$ cat config.mk
export PLATFORM = sky130hd
export DESIGN_NAME = inst_fetch_queue
export DESIGN_NICKNAME = d
export VERILOG_FILES = /design/src/rtl/inst_fetch_queue.sv
export SDC_FILE = /design/constraint.sdc
export NUM_CORES = 1
export LEC_CHECK = 0
export ABC_AREA = 1
export BUFFER_PORTS_ARGS = -buffer_cell sky130_fd_sc_hd__clkbuf_2
export CAP_MARGIN = 20
export CORE_MARGIN = 5
export CORE_UTILIZATION = 24
export CTS_CLUSTER_DIAMETER = 30
export CTS_CLUSTER_SIZE = 12
export DETAILED_ROUTE_END_ITERATION = 8
export GPL_TIMING_DRIVEN = 0
export SLEW_MARGIN = 20
export SYNTH_ARGS = -nofsm -noshare
export SYNTH_HDL_FRONTEND = slang
export SYNTH_SLANG_ARGS = --single-unit
$ cat constraint.sdc
create_clock -name clk -period 4.4 [get_ports clk]
set_input_delay 0.22 -clock clk [delete_from_list [all_inputs] [get_ports clk]]
set_output_delay 0.22 -clock clk [all_outputs]
set_load 0.005 [all_outputs]
$ cat src/rtl/inst_fetch_queue.sv
// Instruction fetch queue: issues sequential reads, buffers returned words, supports redirect/halt.
// Optional build macro FETCH_PERF_EN adds fetch_cnt/stall_cnt performance counters.
module inst_fetch_queue #(
  parameter int DEPTH  = 4,
  parameter int ADDR_W = 4
) (
  input  logic                     clk,
  input  logic                     sys_rst,
  output logic [ADDR_W-1:0]        imem_addr,
  output logic                     imem_rd,
  input  logic [31:0]              imem_rdata,
  input  logic                     redirect,
  input  logic [ADDR_W-1:0]        redirect_pc,
  input  logic                     halt,
  output logic [31:0]              ir,
  output logic [ADDR_W-1:0]        ir_pc,
  output logic                     ir_valid,
  input  logic                     ir_ready,
  output logic [$clog2(DEPTH):0]   fq_count
`ifdef FETCH_PERF_EN
  ,
  output logic [15:0]              fetch_cnt,
  output logic [15:0]              stall_cnt
`endif
);

  localparam int PW = $clog2(DEPTH);
  localparam int CW = PW + 1;

  logic [ADDR_W-1:0] pc;
  logic [ADDR_W-1:0] infl_pc;
  logic              inflight;
  logic [31:0]       q_data [DEPTH];
  logic [ADDR_W-1:0] q_pc   [DEPTH];
  logic [PW-1:0]     rd_ptr;
  logic [PW-1:0]     wr_ptr;
  logic [CW-1:0]     count;
  logic [CW:0]       reserved;
  logic              issue;
  logic              push;
  logic              pop;

  // Issue only when every queued entry plus the pending response still leaves a free slot.
  always_comb begin
    reserved = {1'b0, count} + {{CW{1'b0}}, inflight};
    issue    = sys_rst && !halt && !redirect && (reserved < (CW+1)'(DEPTH));
    push     = inflight && !redirect;
    pop      = ir_valid && ir_ready && !redirect;
  end

  assign imem_addr = pc;
  assign imem_rd   = issue;
  assign ir        = q_data[rd_ptr];
  assign ir_pc     = q_pc[rd_ptr];
  assign ir_valid  = (count != {CW{1'b0}});
  assign fq_count  = count;

  // Fetch PC, inflight tracking, queue pointers and occupancy; redirect overrides push and pop.
  always_ff @(posedge clk or negedge sys_rst) begin
    if (!sys_rst) begin
      pc       <= {ADDR_W{1'b0}};
      infl_pc  <= {ADDR_W{1'b0}};
      inflight <= 1'b0;
      rd_ptr   <= {PW{1'b0}};
      wr_ptr   <= {PW{1'b0}};
      count    <= {CW{1'b0}};
    end else if (redirect) begin
      pc       <= redirect_pc;
      inflight <= 1'b0;
      rd_ptr   <= {PW{1'b0}};
      wr_ptr   <= {PW{1'b0}};
      count    <= {CW{1'b0}};
    end else begin
      if (issue) begin
        pc      <= pc + {{(ADDR_W-1){1'b0}}, 1'b1};
        infl_pc <= pc;
      end
      inflight <= issue;
      if (push) wr_ptr <= wr_ptr + {{(PW-1){1'b0}}, 1'b1};
      if (pop)  rd_ptr <= rd_ptr + {{(PW-1){1'b0}}, 1'b1};
      case ({push, pop})
        2'b10:   count <= count + {{(CW-1){1'b0}}, 1'b1};
        2'b01:   count <= count - {{(CW-1){1'b0}}, 1'b1};
        default: count <= count;
      endcase
    end
  end

  // Entry storage; cleared on reset so ir/ir_pc read as zero afterwards.
  always_ff @(posedge clk or negedge sys_rst) begin
    if (!sys_rst) begin
      for (int i = 0; i < DEPTH; i++) begin
        q_data[i] <= 32'd0;
        q_pc[i]   <= {ADDR_W{1'b0}};
      end
    end else if (push) begin
      q_data[wr_ptr] <= imem_rdata;
      q_pc[wr_ptr]   <= infl_pc;
    end
  end

`ifdef FETCH_PERF_EN
  // Saturating performance counters.
  always_ff @(posedge clk or negedge sys_rst) begin
    if (!sys_rst) begin
      fetch_cnt <= 16'd0;
      stall_cnt <= 16'd0;
    end else begin
      if (push && (fetch_cnt != 16'hFFFF)) fetch_cnt <= fetch_cnt + 16'd1;
      if (ir_valid && !ir_ready && (stall_cnt != 16'hFFFF)) stall_cnt <= stall_cnt + 16'd1;
    end
  end
`endif

  inst_fetch_queue_chk #(.DEPTH(DEPTH)) u_chk (
    .clk     (clk),
    .sys_rst (sys_rst),
    .push    (push),
    .count   (count)
  );

endmodule

// Simulation-only checker: a push must never land on a full queue.
module inst_fetch_queue_chk #(
  parameter int DEPTH = 4
) (
  input logic                   clk,
  input logic                   sys_rst,
  input logic                   push,
  input logic [$clog2(DEPTH):0] count
);

  localparam int CW = $clog2(DEPTH) + 1;

  a_no_overflow: assert property (@(posedge clk) disable iff (!sys_rst)
    !(push && (count == CW'(DEPTH))))
    else $error("fetch queue overflow");

endmodule
==> results.json <==
{
  "io_buffer_count": 84,
  "grt_start_max_net_pins": 88,
  "floorplan.die_area_sq_mm": 0.03529,
  "routed-via-count": 5907,
  "cts-root-to-sink-buffers": 2,
  "core_region_area_sq_mm": 0.03139,
  "pre_cts_slack_ns": 2.485,
  "totalNegativeSetupSlack_ns": 0,
  "syn_area_sq_mm": 0.007592,
  "clkSlewWorstSetupHoldPaths_ns": 0.06,
  "clkSinkCount": 160,
  "maxClockFrequency_mhz": 428.2,
  "leakage_nw": 4.490,
  "final_hold_viol_count": 0,
  "finalClockSkew_ns": 0.004866,
  "placed_area_sq_mm": 0.008552,
  "period_minus_slack_ns": 2.335,
  "height_of_the_die_um": 187.9,
  "grt_pass1_vias": 5940,
  "h-tree-depth": 4,
  "synth.yosys.seq_area_share": 0.5274,
  "power_mw": 3.788,
  "synth_ff_type": "dfrtp_1",
  "post_layout_inst_area_sq_mm": 0.009180,
  "viasPerCell": 4.451,
  "cp_max_fo": 10,
  "hp-class": "input pin to register",
  "max_slew.worst_pin.slew_ns": 0.6405,
  "instances_no_fill": 1327,
  "grt_first_pass_wirelength_mm": 34.51,
  "synth_warnings": 0,
  "overflow": 0,
  "drtIter0Drc": 451,
  "final_common_cell": "nand2_1",
  "clkLatencyLatePin_ns": 0.43,
  "synth_top_area_frac": 0.5274,
  "cts-resized-gates": 0,
  "maxSlewViolCount": 0,
  "syn-mean-instance-area_sq_um": 9.420,
  "max-cap-violations": 0,
  "postSynthNetCount": 853,
  "worst_slew_margin_rel": 0.5730,
  "clockRootBuffer": "clkbuf_16",
  "drt-total-wl_mm": 21.01,
  "power_density_mw_per_mm2": 412.6,
  "ios": 86,
  "synthesis.instances": 806,
  "start_util": 0.2418,
  "end_kind": "primary output",
  "dp_hpwl_mm": 14.53,
  "final_core_utilization": 0.2924,
  "areaGrowthSynthToFinish_pct": 20.91,
  "synth_enable_flop_cells": 0,
  "antenna_found_initial": 0,
  "antenna_violating_nets_post_route": 0,
  "timing.final.crit_share": 0.5307,
  "dp_cells": 1293,
  "rsz0062_at_grt": "no",
  "gp_congestion": 0.7714,
  "tritoncts": "yes",
  "post_cts.repair.setup_buffers": 0,
  "tritoncts.num_buffers": 17,
  "outcome": "completed",
  "drt_drc_violations_left": 0,
  "layout.nets": 959,
  "power.ir.vdd_worst_uv": 237.6,
  "floorplan.rows": 65,
  "synth_largest_area_cell": "dfrtp_1",
  "finalSetupViolations": 0,
  "worst_slack_ns": 2.065,
  "critical_path_arrival_ns": 2.12,
  "critical_path_class": "register to primary output",
  "fin_worst_hold_slack_ns": 0.01973,
  "layout_common_cells": "170 x nand2_1, 160 x dfrtp_1, 103 x o21ai_2",
  "asyncSetResetFlopFracSynth": 1.000,
  "postSynthRegisterBits": 160,
  "drive_gt1_frac": 0.2973,
  "dieWidth_um": 187.9,
  "timing.critical_path.from_type": "register",
  "required_ns": 4.18,
  "yosys-top-cells-area": "dfrtp_1 53%, o21ai_2 12%, nand2_1 8.4%",
  "yosysUniqueCellTypes": 30,
  "n_antenna_cell": 0,
  "globalRouteTotalUtil": 0.1233,
  "detailedRoute.firstPassIterationCount": 5,
  "drt-wirelength-per-cell_um": 15.83
}
==> registers in the layout, summed over array words and instances, names as in the netlist <==
name and cells:
fq_count 3, inflight 1, q_data 128, q_pc 16, rd_ptr 2, infl_pc 4
wr_ptr 2, imem_addr 4
==> power breakdown <==
| part | internal [mW] | leakage, nW | switching, mW |
|---|---|---|---|
| Sequential | 1.62 | 2.15 | 0.0752 |
| Combinational | 0.228 | 2.04 | 0.328 |
| Clock | 0.935 | 0.296 | 0.604 |
| Total | 2.78 | 4.49 | 1.01 |
==> area by class of cell <==
type | count | area (sq um)
fillers | 3374 | 22210
flip-flops and latches | 160 | 4004
multi-input cells | 542 | 2973
well taps | 402 | 503.0
repair buffers | 87 | 476.7
clock buffers | 22 | 474.2
plain buffers | 52 | 419.2
inverters | 52 | 196.4
clock inverters | 10 | 133.9
==> timing repair <==
| action | 4_1_cts | 5_1_grt |
|---|---|---|
| setup endpoints to repair | 0 | 0 |
| hold buffers | 2 | 0 |
| hold endpoints to repair | 74 | 0 |
==> metal layers <==
metal  up-vias  track usage  share of wire
li1       2909            -              -
met1      2820       0.1768           0.48
met2       149       0.1890           0.45
met3        29      0.02383          0.044
met4         0      0.03783          0.019
met5         -            0              0
==> path summary, 6_finish.rpt <==
| path | to | slack [ns] | cells past startpoint | start |
|---|---|---|---|---|
| min reg2reg | q_data[50] | 0.47 | 2 | q_data[50] |
| min | imem_addr[1] | 0.02 | 3 | redirect_pc[1] |
| max | ir[8] | 2.06 | 5 | rd_ptr[1] |
| min in group asynchronous | q_data[100] | 0.38 | 2 | sys_rst |
| max reg2reg | fq_count[2] | 2.48 | 11 | fq_count[0] |
| max in group asynchronous | q_data[85] | 3.17 | 3 | sys_rst |
==> critical path, stage by stage (launching register included) <==
cell and delay [ns]:
dfrtp_1 0.37, inv_1 0.28, clkbuf_1 0.42, o21ai_0 0.16, o22ai_1 0.28, clkbuf_2 0.18
==> Yosys cell counts (2+ instances only) <==
library cell / instances
nor2_4: 2
o22ai_1: 36
nand3_2: 2
nor2_1: 77
buf_2: 7
clkbuf_1: 13
inv_1: 49
o21ai_1: 41
o21ai_0: 79
nand3_1: 8
dfrtp_1: 160
buf_4: 5
nor3_1: 2
nand2_1: 170
o211ai_1: 2
inv_2: 2
nand2_4: 4
buf_6: 26
ha_1: 5
nand2_2: 4
o21ai_2: 103
==> cell families after synthesis <==
kind of cell / synth area share
flops: 0.5274
fa+ha+maj: 0.01088
simple gates: 0.1470
compound gates: 0.2314
xor+xnor: 0.002308
buf+inv: 0.08108
No activity file was read; power rests on OpenSTA's default activity.
